==> src/rtl/expr_pkg.sv <==
// Shared token encodings, FSM states and sizing helper for the RPN evaluator.
package expr_pkg;

  typedef enum logic [1:0] {
    K_CONST  = 2'd0,
    K_UNARY  = 2'd1,
    K_BINARY = 2'd2,
    K_TERN   = 2'd3
  } tok_kind_e;

  typedef enum logic [4:0] {
    B_AND  = 5'd0,  B_OR   = 5'd1,  B_XOR  = 5'd2,  B_XNOR = 5'd3,
    B_LAND = 5'd4,  B_LOR  = 5'd5,  B_EQ   = 5'd6,  B_NEQ  = 5'd7,
    B_CEQ  = 5'd8,  B_CNEQ = 5'd9,  B_LT   = 5'd10, B_GT   = 5'd11,
    B_LEQ  = 5'd12, B_GEQ  = 5'd13, B_SHL  = 5'd14, B_SHR  = 5'd15,
    B_ASHL = 5'd16, B_ASHR = 5'd17, B_ADD  = 5'd18, B_SUB  = 5'd19
  } binop_e;

  typedef enum logic [4:0] {
    U_POS  = 5'd0, U_NEG  = 5'd1, U_NOT   = 5'd2, U_INV  = 5'd3, U_RAND  = 5'd4,
    U_ROR  = 5'd5, U_RXOR = 5'd6, U_RNAND = 5'd7, U_RNOR = 5'd8, U_RXNOR = 5'd9
  } unop_e;

  typedef enum logic [1:0] {
    S_RUN   = 2'd0,
    S_DRAIN = 2'd1,
    S_DONE  = 2'd2
  } state_e;

  // Depth counter must represent 0..DEPTH inclusive.
  function automatic int ptr_w(input int depth);
    return $clog2(depth + 1);
  endfunction

endpackage

==> src/rtl/expr_alu.sv <==
// Combinational operator unit: unary f(a), binary a op b, ternary a ? b : c.
module expr_alu
  import expr_pkg::*;
#(
  parameter int WIDTH = 8
) (
  input  logic [1:0]       kind,
  input  logic [4:0]       op,
  input  logic [WIDTH-1:0] a,
  input  logic [WIDTH-1:0] b,
  input  logic [WIDTH-1:0] c,
  output logic [WIDTH-1:0] result,
  output logic             bad_op
);

  localparam logic [WIDTH-1:0] W_LIM = WIDTH'(WIDTH);

  function automatic logic [WIDTH-1:0] zx(input logic x);
    return {{(WIDTH-1){1'b0}}, x};
  endfunction

  logic big_sh;
  assign big_sh = (b >= W_LIM);

  always_comb begin
    result = '0;
    bad_op = 1'b0;
    case (kind)
      K_CONST: result = a;
      K_UNARY: begin
        case (op)
          U_POS:   result = a;
          U_NEG:   result = -a;
          U_NOT:   result = zx(a == '0);
          U_INV:   result = ~a;
          U_RAND:  result = zx(&a);
          U_ROR:   result = zx(|a);
          U_RXOR:  result = zx(^a);
          U_RNAND: result = zx(~&a);
          U_RNOR:  result = zx(~|a);
          U_RXNOR: result = zx(~^a);
          default: bad_op = 1'b1;
        endcase
      end
      K_BINARY: begin
        case (op)
          B_AND:  result = a & b;
          B_OR:   result = a | b;
          B_XOR:  result = a ^ b;
          B_XNOR: result = ~(a ^ b);
          B_LAND: result = zx((a != '0) && (b != '0));
          B_LOR:  result = zx((a != '0) || (b != '0));
          B_EQ, B_CEQ:   result = zx(a == b);
          B_NEQ, B_CNEQ: result = zx(a != b);
          B_LT:   result = zx(a < b);
          B_GT:   result = zx(a > b);
          B_LEQ:  result = zx(a <= b);
          B_GEQ:  result = zx(a >= b);
          B_SHL, B_ASHL: result = big_sh ? '0 : (a << b);
          B_SHR:  result = big_sh ? '0 : (a >> b);
          // Oversized arithmetic shifts saturate to the sign fill.
          B_ASHR: result = big_sh ? {WIDTH{a[WIDTH-1]}} : WIDTH'($signed(a) >>> b);
          B_ADD:  result = a + b;
          B_SUB:  result = a - b;
          default: bad_op = 1'b1;
        endcase
      end
      default: result = (a != '0) ? b : c;
    endcase
  end

endmodule

==> src/rtl/expr_rpn_eval.sv <==
// Postfix token evaluator: operand stack plus RUN/DRAIN/DONE control, one token per cycle.
module expr_rpn_eval
  import expr_pkg::*;
#(
  parameter int WIDTH = 8,
  parameter int DEPTH = 8
) (
  input  logic             clk,
  input  logic             rst,
  input  logic             tok_valid,
  output logic             tok_ready,
  input  logic [1:0]       tok_kind,
  input  logic [4:0]       tok_op,
  input  logic [WIDTH-1:0] tok_data,
  output logic             res_valid,
  input  logic             res_ready,
  output logic [WIDTH-1:0] res_data,
  output logic             res_err
);

  localparam int PW = ptr_w(DEPTH);

  state_e                     state, state_n;
  logic [DEPTH-1:0][WIDTH-1:0] stk;
  logic [PW-1:0]              depth, depth_n, wr_idx, need;
  logic [WIDTH-1:0]           s0, s1, s2, alu_a, alu_b, alu_c, alu_res;
  logic [WIDTH-1:0]           res_data_n;
  logic                       res_err_n, alu_bad, wr_en, accept, is_end;

  assign tok_ready = (state != S_DONE);
  assign res_valid = (state == S_DONE);
  assign accept    = tok_valid & tok_ready;
  assign is_end    = (tok_kind == K_TERN) && tok_op[0];

  // s0 = top, s1 = next, s2 = third; garbage when depth is too shallow.
  always_comb begin
    s0 = '0;
    s1 = '0;
    s2 = '0;
    for (int i = 0; i < DEPTH; i++) begin
      if (PW'(i) == depth - PW'(1)) s0 = stk[i];
      if (PW'(i) == depth - PW'(2)) s1 = stk[i];
      if (PW'(i) == depth - PW'(3)) s2 = stk[i];
    end
  end

  always_comb begin
    alu_a = s0;
    alu_b = '0;
    alu_c = '0;
    need  = '0;
    case (tok_kind)
      K_CONST:  alu_a = tok_data;
      K_UNARY:  need  = PW'(1);
      K_BINARY: begin alu_a = s1; alu_b = s0; need = PW'(2); end
      default:  begin alu_a = s2; alu_b = s1; alu_c = s0; need = is_end ? '0 : PW'(3); end
    endcase
  end

  expr_alu #(.WIDTH(WIDTH)) u_alu (
    .kind   (tok_kind),
    .op     (tok_op),
    .a      (alu_a),
    .b      (alu_b),
    .c      (alu_c),
    .result (alu_res),
    .bad_op (alu_bad)
  );

  always_comb begin
    state_n    = state;
    depth_n    = depth;
    wr_en      = 1'b0;
    wr_idx     = depth - need;
    res_data_n = res_data;
    res_err_n  = res_err;
    case (state)
      S_RUN: begin
        if (accept) begin
          if (is_end) begin
            state_n    = S_DONE;
            res_err_n  = (depth != PW'(1));
            res_data_n = (depth == PW'(1)) ? s0 : '0;
          end else if ((tok_kind == K_CONST && depth == PW'(DEPTH)) ||
                       (depth < need) || alu_bad) begin
            state_n   = S_DRAIN;
            res_err_n = 1'b1;
          end else begin
            wr_en   = 1'b1;
            depth_n = depth - need + PW'(1);
          end
        end
      end
      S_DRAIN: begin
        if (accept && is_end) begin
          state_n    = S_DONE;
          res_err_n  = 1'b1;
          res_data_n = '0;
        end
      end
      default: begin
        if (res_ready) begin
          state_n    = S_RUN;
          depth_n    = '0;
          res_err_n  = 1'b0;
          res_data_n = '0;
        end
      end
    endcase
  end

  always_ff @(posedge clk) begin
    if (rst) begin
      state    <= S_RUN;
      depth    <= '0;
      stk      <= '0;
      res_data <= '0;
      res_err  <= 1'b0;
    end else begin
      state    <= state_n;
      depth    <= depth_n;
      res_data <= res_data_n;
      res_err  <= res_err_n;
      for (int i = 0; i < DEPTH; i++)
        if (wr_en && PW'(i) == wr_idx) stk[i] <= alu_res;
    end
  end

endmodule

==> config.mk <==
export PLATFORM = sky130hd
export DESIGN_NAME = expr_rpn_eval
export DESIGN_NICKNAME = d
export VERILOG_FILES = /design/src/rtl/expr_pkg.sv /design/src/rtl/expr_alu.sv /design/src/rtl/expr_rpn_eval.sv
export SDC_FILE = /design/constraint.sdc
export NUM_CORES = 1
export LEC_CHECK = 0
export ABC_AREA = 0
export ABC_CLOCK_PERIOD_IN_PS = 7600
export CAP_MARGIN = 20
export CORE_MARGIN = 2
export CORE_UTILIZATION = 38
export CTS_CLUSTER_DIAMETER = 200
export DETAILED_ROUTE_END_ITERATION = 8
export GPL_ROUTABILITY_DRIVEN = 0
export PLACE_DENSITY_LB_ADDON = 0.12
export SETUP_SLACK_MARGIN = 0.2
export SKIP_LAST_GASP = 1
export SYNTH_ARGS = -nofsm -noshare
export SYNTH_HDL_FRONTEND = slang
export SYNTH_HIERARCHICAL = 1
export SYNTH_SLANG_ARGS = --single-unit
==> constraint.sdc <==
create_clock -name clk -period 7.6 [get_ports clk]
set_input_delay 0.76 -clock clk [delete_from_list [all_inputs] [get_ports clk]]
set_output_delay 0.76 -clock clk [all_outputs]
set_load 0.005 [all_outputs]
==> results.py <==
metrics = {
    "synth": {
        "synth_nets": 1187,
        "ys_ff_latch": 79,
        "synth_area_sq_um": 8570,
        "synth.distinct_cells": 95,
        "synth.avg_cell_area_sq_um": 7.66,
        "synth_flop_cell": "dfxtp_1",
        "synthesis.instances": 1119,
        "async_flop_share_pct": 0,
        "synth_enable_flop_cells": 0,
        "yosys_warnings": 6,
        "ys_seq_area_share_pct": 18.4,
    },
    "sta": {
        "finalMaxSlewViolations": 0,
        "finalCriticalPeriod_ns": 6.77,
        "clock.fmax_mhz": 148,
        "fin_skew_ns": 0.0125,
        "hold_violations": 0,
        "slew_headroom_pct": 26.3,
        "rsz0062_at_grt": "false",
        "fin_setup_tns_ns": 0,
        "tightestPinTransition_ns": 1.11,
        "setup_viol": 0,
        "period_share_pct": 89.1,
    },
    "flow_run": {
        "cap_viol_max_count": 0,
    },
    "layout": {
        "final_area_sq_um": 9340,
        "postLayoutCoreUtil_pct": 42.5,
        "antenna_cells": 0,
        "register_area_sq_um": 1580,
        "drive_above_1_share_pct": 9.54,
        "multi_input_area_sq_um": 6480,
        "fin_nets": 1164,
        "syn_to_final_growth_pct": 8.98,
        "fillers": 2243,
    },
    "worst_setup_path": {
        "critPathBufInv": 3,
        "critical_path_class": "flip-flop to flip-flop",
        "cp-end-kind": "flip-flop",
        "slowest_stage": "ha_1",
        "cp_max_fo": 23,
        "worstPathCellList": "clkinv_1 > ha_1 > clkinv_1 > a22o_1 > a221oi_1 > nor3_1 > a22oi_1 > o311ai_2 > inv_1 > ha_1 > a211oi_1 > nor3_1 > or4_1 > a31oi_1 > xnor2_1 > a21oi_1 > a21oi_1 > mux2i_1 > nor2_1",
        "slowest_delay_ns": 1.01,
        "cp-start-kind": "flip-flop",
        "path_delay_family": "compound AO/OA/AOI/OAI gates",
        "worst_ep_required_time_ns": 7.88,
        "arrival_ns": 7.05,
    },
    "clock_network": {
        "clock_tree.root_cell": "clkbuf_16",
        "cts.sinks": 79,
        "cts_tree": "done",
        "cts_resized": 0,
        "htree_levels": 3,
        "clock_latency_ns": 0.35,
        "hold_buffers": 0,
        "cts_buffers": 9,
        "cts.clk_slew.worst_paths_ns": 0.06,
        "clk_path_buf_depth": 2,
        "post_cts_buffers": 0,
    },
    "global_route": {
        "antenna_found_initial": 1,
        "gr-usage-all-layers_pct": 26.9,
        "grt-ovfl-total": 0,
        "grt_pass1_wl_microns": 50000,
        "grt_pass1_vias": 8212,
        "grt_max_degree": 73,
    },
    "detailed_routing": {
        "wl_per_cell_microns": 23.6,
        "drtIter0Drc": 1181,
        "via_count": 9046,
        "viasPerCell": 6.55,
        "drtPass1Iterations": 6,
        "ant_nets": 0,
        "wirelength_microns": 32600,
        "drc_errors": 0,
    },
    "pwr": {
        "leakage_uw": 0.00382,
        "power.density_nw_per_um2": 184,
        "ir_worst_vdd_v": 0.0000836,
        "finalPower_uw": 1720,
    },
    "die": {
        "initial_core_util_pct": 39.0,
        "dieWidth_microns": 154,
        "die_y_microns": 154,
        "io_pins": 30,
        "num_rows": 54,
        "die_area_sq_um": 23800,
        "core-area_sq_um": 22000,
    },
    "place": {
        "hpwl_microns": 24500,
        "placed_area_sq_um": 9030,
        "portBuffers": 29,
    },
    "outcome": {
        "status": "finished, final reports clean",
    },
    "hold_path": {
        "hp-class": "flip-flop to flip-flop",
    },
}
==> state kept, by name, indices dropped and copies added (netlist names) <==
register and flops:
res_data 8, depth 4, state 2, stk 64, res_err 1
==> power breakdown <==
| part | internal (uW) | total, uW | switching [uW] |
|---|---|---|---|
| clock | 272 | 456 | 184 |
| sequential | 420 | 431 | 10.6 |
| combinational | 280 | 831 | 551 |
| total | 972 | 1720 | 745 |
==> placed cells by master (no fill, tap or decap), drive strengths merged, types with 6 or more instances in the layout <==
cell / count
nor4: 14
o211ai: 11
a31oi: 13
o31ai: 13
o2111ai: 7
nand2b: 20
o21ai: 46
clkbuf: 11
mux2i: 91
a211oi: 18
o221ai: 6
o2bb2ai: 7
nand4: 11
a32oi: 11
nor3: 34
buf: 26
a221oi: 14
mux4: 10
xor2: 11
and3: 10
nand3: 41
nor2b: 18
mux2: 11
nand2: 92
clkdlybuf4s50: 27
inv: 39
dfxtp: 79
or4: 6
o22ai: 14
a21oi: 73
a22oi: 11
xnor2: 15
ha: 46
nor2: 137
o311ai: 9
or2: 6
a22o: 9
==> cell families (layout without fill, tap and decap cells) <==
| group | after synthesis | in the layout | synth area share [%] |
|---|---|---|---|
| compound gates | 309 | 309 | 25.8 |
| xor+xnor | 26 | 26 | 2.66 |
| fa+ha+maj | 49 | 49 | 7.41 |
| buf+inv | 128 | 110 | 6.32 |
| flops | 79 | 79 | 18.4 |
| mux | 112 | 112 | 14.7 |
| simple gates | 416 | 416 | 24.6 |
==> tightest hold or removal path, delay by kind of cell, from the launching register on <==
kind               cells  cell delay (ns)
and+or+nand+nor        1             0.04
AOI/OAI and AO/OA      1             0.05
DFF                    1             0.32
==> path summary, 6_finish.rpt <==
check / slack, ns / startpoint / cells past startpoint / end
hold / removal: 0.45 / res_data[5] / 2 / res_data[5]
setup reg to reg: 0.83 / depth[1] / 19 / stk[39]
setup / recovery: 0.83 / depth[1] / 19 / stk[39]
hold reg to reg: 0.45 / res_data[5] / 2 / res_data[5]
==> per-layer routing <==
metal	GRT usage, %	vias up	wire [microns]	share of wire [%]
met5	0	-	13	0.040
met4	8.41	2	1040	3.2
met3	6.39	96	3310	10
met2	39.2	530	13300	41
met1	39.0	4296	14900	46
li1	-	4122	-	-
==> cell type report <==
| type | count | share of cell area [%] |
|---|---|---|
| multi-input combinational | 912 | 69.4 |
| sequential | 79 | 17.0 |
| timing repair buffer | 53 | 4.93 |
| tap | 280 | 3.75 |
| clock buffer | 11 | 2.71 |
| inverter | 41 | 1.65 |
| clock inverter | 5 | 0.603 |
==> per-stage QoR <==
step                hold WS (ns)  instances  setup slack [ns]
global placement           0.441       1365             0.999
floorplan                  0.445       1119              2.22
global route               0.483       1381             0.433
detailed placement         0.449       1365              1.01
CTS                        0.457       1381             0.971
finish                     0.455       1381             0.831
==> synthesized netlist by cell type, types with 7 or more instances <==
cell type	instances	share of area, %
nor2_1	136	6.0
mux2i_1	91	11
nand2_1	83	3.6
dfxtp_1	79	18
a21oi_1	71	4.1
clkbuf_1	50	2.2
ha_1	46	6.7
o21ai_0	44	2.6
nand3_1	41	2.4
inv_1	38	1.7
nor3_1	31	1.8
buf_2	28	1.6
nand2b_1	20	1.5
nor2b_1	18	1.3
a211oi_1	17	1.5
xnor2_1	15	1.5
o22ai_1	14	1.0
a221oi_1	13	1.3
a31oi_1	13	0.95
o31ai_1	13	1.1
nor4_1	12	0.88
a22oi_1	11	0.96
a32oi_1	11	1.1
mux2_2	11	1.4
nand4_1	11	0.80
xor2_1	11	1.1
and3_1	10	0.73
mux4_2	10	2.6
o211ai_1	10	0.88
a22o_1	9	0.92
nand2_4	8	1.1
o2111ai_1	7	0.72
o2bb2ai_1	7	0.72
(Power assumes the default switching activity.)
